## src/rtl/add_mul_sgn_seq.sv

```systemverilog
// rtl/add_mul_sgn_seq.sv - sequential signed (XS+XC)*Y, radix-2 Booth, one Y bit per cycle.
// Optional accumulate mode (P += product) under macro ADD_MUL_SGN_SEQ_ACC_EN.
module add_mul_sgn_seq #(
  parameter int widthX = 8,
  parameter int widthY = 8
) (
  input  logic                     CLK,
  input  logic                     RST,
  input  logic                     IN_VALID,
  output logic                     IN_READY,
  input  logic [widthX-1:0]        XS,
  input  logic [widthX-1:0]        XC,
  input  logic [widthY-1:0]        Y,
  output logic                     OUT_VALID,
  input  logic                     OUT_READY,
`ifdef ADD_MUL_SGN_SEQ_ACC_EN
  input  logic                     ACC,
`endif
  output logic [widthX+widthY:0]   P
);

  localparam int PW = widthX + widthY + 1;
  localparam int CW = $clog2(widthY);

  localparam logic [1:0] IDLE = 2'd0;
  localparam logic [1:0] BUSY = 2'd1;
  localparam logic [1:0] DONE = 2'd2;

  logic [1:0]        state_q, state_d;
  logic [CW-1:0]     cnt_q, cnt_d;
  logic [widthY-1:0] y_q, y_d;
  logic              ybit_q, ybit_d;
  logic [PW-1:0]     m_q, m_d;
  logic [PW-1:0]     part_q, part_d;
  logic [PW-1:0]     p_q, p_d;

  logic [widthX:0]   sum;
  logic [PW-1:0]     booth;

  // Sum is one bit wider than the addends so it can never overflow.
  assign sum = {XS[widthX-1], XS} + {XC[widthX-1], XC};

  // y_q shifts right each step, so bit 0 is always the current Booth digit.
  always_comb begin
    booth = part_q;
    case ({y_q[0], ybit_q})
      2'b01:   booth = part_q + m_q;
      2'b10:   booth = part_q - m_q;
      default: booth = part_q;
    endcase
  end

  always_comb begin
    state_d = state_q;
    cnt_d   = cnt_q;
    y_d     = y_q;
    ybit_d  = ybit_q;
    m_d     = m_q;
    part_d  = part_q;
    p_d     = p_q;
    case (state_q)
      IDLE: begin
        if (IN_VALID) begin
          state_d = BUSY;
          cnt_d   = '0;
          y_d     = Y;
          ybit_d  = 1'b0;
          m_d     = {{(PW-widthX-1){sum[widthX]}}, sum};
`ifdef ADD_MUL_SGN_SEQ_ACC_EN
          part_d  = ACC ? p_q : '0;
`else
          part_d  = '0;
`endif
        end
      end
      BUSY: begin
        part_d = booth;
        m_d    = m_q << 1;
        y_d    = y_q >> 1;
        ybit_d = y_q[0];
        cnt_d  = cnt_q + 1'b1;
        if (cnt_q == CW'(widthY - 1)) begin
          state_d = DONE;
          cnt_d   = '0;
          p_d     = booth;
        end
      end
      DONE: begin
        if (OUT_READY) state_d = IDLE;
      end
      default: state_d = IDLE;
    endcase
  end

  always_ff @(posedge CLK or posedge RST) begin
    if (RST) begin
      state_q <= IDLE;
      cnt_q   <= '0;
      y_q     <= '0;
      ybit_q  <= 1'b0;
      m_q     <= '0;
      part_q  <= '0;
      p_q     <= '0;
    end else begin
      state_q <= state_d;
      cnt_q   <= cnt_d;
      y_q     <= y_d;
      ybit_q  <= ybit_d;
      m_q     <= m_d;
      part_q  <= part_d;
      p_q     <= p_d;
    end
  end

  assign IN_READY  = (state_q == IDLE);
  assign OUT_VALID = (state_q == DONE);
  assign P         = p_q;

endmodule

```

## config.mk

```make
export PLATFORM = sky130hd
export DESIGN_NAME = add_mul_sgn_seq
export DESIGN_NICKNAME = d
export VERILOG_FILES = /design/src/rtl/add_mul_sgn_seq.sv
export SDC_FILE = /design/constraint.sdc
export NUM_CORES = 1
export LEC_CHECK = 0
export CAP_MARGIN = 20
export CORE_MARGIN = 5
export CORE_UTILIZATION = 39
export CTS_CLUSTER_DIAMETER = 40
export DETAILED_ROUTE_END_ITERATION = 7
export PLACE_DENSITY = 0.71
export SYNTH_ARGS = -nofsm -noshare
export SYNTH_HDL_FRONTEND = slang
export SYNTH_SLANG_ARGS = --single-unit
```

## constraint.sdc

```tcl
create_clock -name CLK -period 8.4 [get_ports CLK]
set_input_delay 1.68 -clock CLK [delete_from_list [all_inputs] [get_ports CLK]]
set_output_delay 1.68 -clock CLK [all_outputs]
set_load 0.02 [all_outputs]
```

==> results summary <==
The run finished with clean final reports. The average footprint of a synthesized cell came out at approximately 9.1 um^2. Dividing the detail-routed wire length by the instance count gives 14.2 um. The overall die width came out at 115 um.

The number of enable flip-flop cells after synthesis is 0. STA classifies the critical path endpoint as an output port. The count of cells along the worst hold path is 2. Gates resized during post-CTS repair numbered 0. The maximum buffer depth of the clock tree is 2. Setup repair after global routing left no endpoint under its margin. The standard-cell row count is 38. The share of the synthesized netlist area taken by xor and xnor gates is approximately 7.2%.

For this block, the routed nets add up to around 9000 um of wire. The total of warnings raised by yosys came out at 0. After clock tree synthesis, the clock-pin slew on the worst setup and hold paths is 0.07 ns. The area growth from synthesis to final layout came out at 17.6%. The TritonCTS sink count is 65. The violation count after the first detailed-route iteration is 147. The floorplan die area is 0.0131 mm^2. The final worst hold slack is 0.475 ns. The worst hold path belongs to the class reg -> reg. The setup slack of the worst register-to-register path came out at 4.86 ns. The worst setup path is of the reg -> out kind. The final estimated routing congestion in global placement is 0.859. The clock period minus final worst setup slack came out at 3.65 ns. The distinct cell type count of the synthesized netlist is 59. The power density over cell area is 463 mW/mm^2. The count of port buffers added during placement came out at 46.

The data required time at the worst endpoint is around 6.7 ns. The maximum fanout count along the critical path came out at 13. The floorplan step defined a core boundary enclosing 0.0108 mm^2.

The setup violation total in the final timing report came out at 0. The via count of the first global-routing pass came out at 3,332. After synthesis, the largest family of logic cells by area is compound AO/OA/AOI/OAI gates. The analysis attributes to net switching a power of between 1 and 1.5 mW. The post-synthesis simple-gate area fraction came out at 16.2%.

The met2 track demand over resource in global routing is 24.2%. The clock network fraction of total power is 11.0%. The final hold violation count is 0. The sink of the worst hold path is P[11]. The slew at the pin closest to its max-slew limit is roughly 0.83 ns. Between clock sinks in the finished design, the worst skew comes to 0.00888 ns. The number of iterations in the first detailed-routing pass is 4. Global routing used 2.48% of the available met3 tracks. 47 I/O pins were placed. The cts-stage hold buffer count came out at 0. The area fraction in compound gates after synthesis came out at a little under a quarter. Of the post-synthesis cell area, the part taken by muxes is under 10%. The met1 demand-to-capacity share in global routing is 20.0%. The slack of the critical path is between 4 and 5 ns.

The y dimension of the die came out at 115 um. The post-synth design cell area is approximately 0.0043 mm^2. The half-perimeter wire length after placement is slightly below 7000 um. The via-per-instance ratio is 5.37. The largest net degree at the start of global routing is 66. The initial core utilization is around two fifths. The total clock buffers created by CTS is 9. The clock reaches the later pin of the worst-skew pair after 0.35 ns.

Across all layers, the routed design uses 3,468 vias. In the routed design, unresolved DRC markers number 0. The synthesized instance count came out at 468. The number of nets in the synthesized netlist is 526.

The static power due to leakage is 2.23 nW. The diode insertion count for antenna repair is 0. The adder-cell share of the synthesized area is 9.16%. In this run the critical register-to-register path is captured at P[14].

The internal power came out at around 1.2 mW. The share of async-settable or async-resettable flops after synthesis is 100%. The startpoint identified for the worst hold timing path is P[11]. The ratio of cells with drive above 1 in the final layout came out at just over 7%. Headroom to the max-slew limit came out at between 40% and 50%.

The max-slew violation count came out at 0. The data arrival time of the worst path came out at 1.97 ns. The startpoint of the worst-slack reg-to-reg timing path is ybit_q.

For this run the aggregate overflow at the end of global routing stands at 0. The busiest metal layer after global routing is met2. The count of nets after finishing is 561. Global routing used 15.1% of the available tracks across all layers.

The switching fraction of total power came out at 46.5%. The worst reg-to-reg path cell count came out at 11. The number of H-tree levels came out at 3. The wire length of the first global-routing pass is 16,000 um. The post-placement setup slack is 4.49 ns.

The buffer count from post-CTS setup fixing came out at 0. The total negative slack for setup checks is 0 ns. The fraction of the yosys area taken by sequential cells is 38.2%. The flip-flop and latch count after synthesis is 65. The proportion of power drawn by flip-flops and latches is 24.8%. The number of antenna-violating nets in the routed design is 0. CTS placed an instance of clkbuf_8 at the clock tree root. The number of antenna violations at the first check in global routing came out at 0.

The fmax is ~270 MHz. STA classifies the critical path startpoint as a register. In the synthesized netlist the dominant register cell turns out to be dfrtp_1.

TritonCTS built the clock tree. The power share of the combinational group came out at around 64%. The maximum resistive drop on vdd came out at roughly 160 uV. The final period utilization came out at 43.4%.

The count of max-cap constraint violations came out at 0.
-- cell type report --
type,instances,area (um^2)
Fill cell,1052,5780
Multi-Input combinational cell,358,2460
Sequential cell,65,1630
Timing Repair Buffer,51,498
Tap cell,140,175
Clock buffer,10,138
Inverter,18,67.6
Clock inverter,4,45.0
-- cell families (layout without fill, tap and decap cells) --
group,count (synthesis),after routing
buffers and inverters,45,83
DFF,65,65
xor gates and xnor gates,34,34
and+or+nand+nor,138,138
muxes,11,11
AOI/OAI and AO/OA,145,145
adders and majority gates,30,30
-- synth_stat cells (2+ instances only) --
| library cell | instances | area (um^2) |
|---|---|---|
| a21oi_1 | 23 | 115 |
| mux2i_1 | 10 | 100 |
| ha_1 | 28 | 350 |
| o21bai_1 | 4 | 30.0 |
| nor3_1 | 8 | 40.0 |
| or4_1 | 2 | 15.0 |
| o21a_1 | 3 | 22.5 |
| nor2b_1 | 6 | 37.5 |
| a211oi_1 | 2 | 15.0 |
| xnor2_1 | 25 | 219 |
| nor2_1 | 28 | 105 |
| a31oi_1 | 10 | 62.6 |
| o22ai_1 | 3 | 18.8 |
| nand2b_1 | 3 | 18.8 |
| o31ai_1 | 3 | 22.5 |
| xor2_1 | 8 | 70.1 |
| a21o_1 | 11 | 82.6 |
| nand2_1 | 47 | 176 |
| nand3_1 | 18 | 90.1 |
| o21ai_0 | 46 | 230 |
| or4b_2 | 2 | 20.0 |
| a22o_1 | 12 | 105 |
| a22oi_1 | 15 | 113 |
| nand4_1 | 2 | 12.5 |
| buf_2 | 2 | 10.0 |
| clkbuf_1 | 23 | 86.3 |
| inv_1 | 18 | 67.6 |
| fa_1 | 2 | 40.0 |
| and2_1 | 7 | 43.8 |
| dfrtp_1 | 65 | 1630 |
| nor3b_1 | 2 | 15.0 |
| and3_1 | 3 | 18.8 |
-- registers in the layout, summed over array words and instances (netlist names) --
| name | count |
|---|---|
| P | 17 |
| cnt_q | 3 |
| m_q | 17 |
| part_q | 17 |
| state_q | 2 |
| y_q | 8 |
| ybit_q | 1 |
-- power groups by stage --
stage               Sequential [mW]  Combinational [mW]  Clock (mW)
global placement              0.571                1.47           0
detailed placement            0.581                1.50           0
global route                  0.596                1.69       0.275
CTS                           0.575                1.51       0.264
finish                        0.575                1.49       0.256
floorplan                     0.582                1.15           0
-- stage by stage --
stage | util [%] | cell area, um^2 | std cells | power [mW]
2_1_floorplan | - | 4260 | 468 | 1.73
3_3_place_gp | 44.8 | 4830 | 632 | 2.05
3_5_place_dp | 44.8 | 4830 | 632 | 2.08
4_1_cts | 46.5 | 5010 | 646 | 2.34
5_1_grt | 46.5 | 5010 | 646 | 2.56
6_report | 46.5 | 5010 | 646 | 2.32
-- worst max path at each step --
stage | startpoint | to | cells past startpoint
after detailed placement | IN_VALID | m_q[8] | 6
after CTS | state_q[0] | OUT_VALID | 4
final | state_q[0] | OUT_VALID | 4
after global placement | IN_VALID | part_q[12] | 5
after floorplan | RST | P[0] | 1
after global routing | state_q[0] | OUT_VALID | 4
-- cell usage in the layout (no fill, tap or decap), types with 15 or more instances in the layout --
cell,n
dfrtp_1,65
clkdlybuf4s50_1,46
nor2_1,28
inv_1,17
a21oi_1,23
o21ai_0,46
ha_1,28
xnor2_1,25
a22oi_1,15
nand3_1,18
nand2_1,47
-- routing by layer --
metal,wire [um],share of wire [%],vias up
met5,0,0,-
met4,184,2.0,0
met3,320,3.5,13
met2,4240,46,61
met1,4410,48,1636
li1,-,-,1758
-- worst max-delay path, cell delays in order (launching register included) --
cell,delay [ns]
dfrtp_1,0.51
inv_1,0.33
nand2_1,0.12
inv_1,0.07
clkdlybuf4s50_1,0.59
No activity file was read; power rests on OpenSTA's default activity.
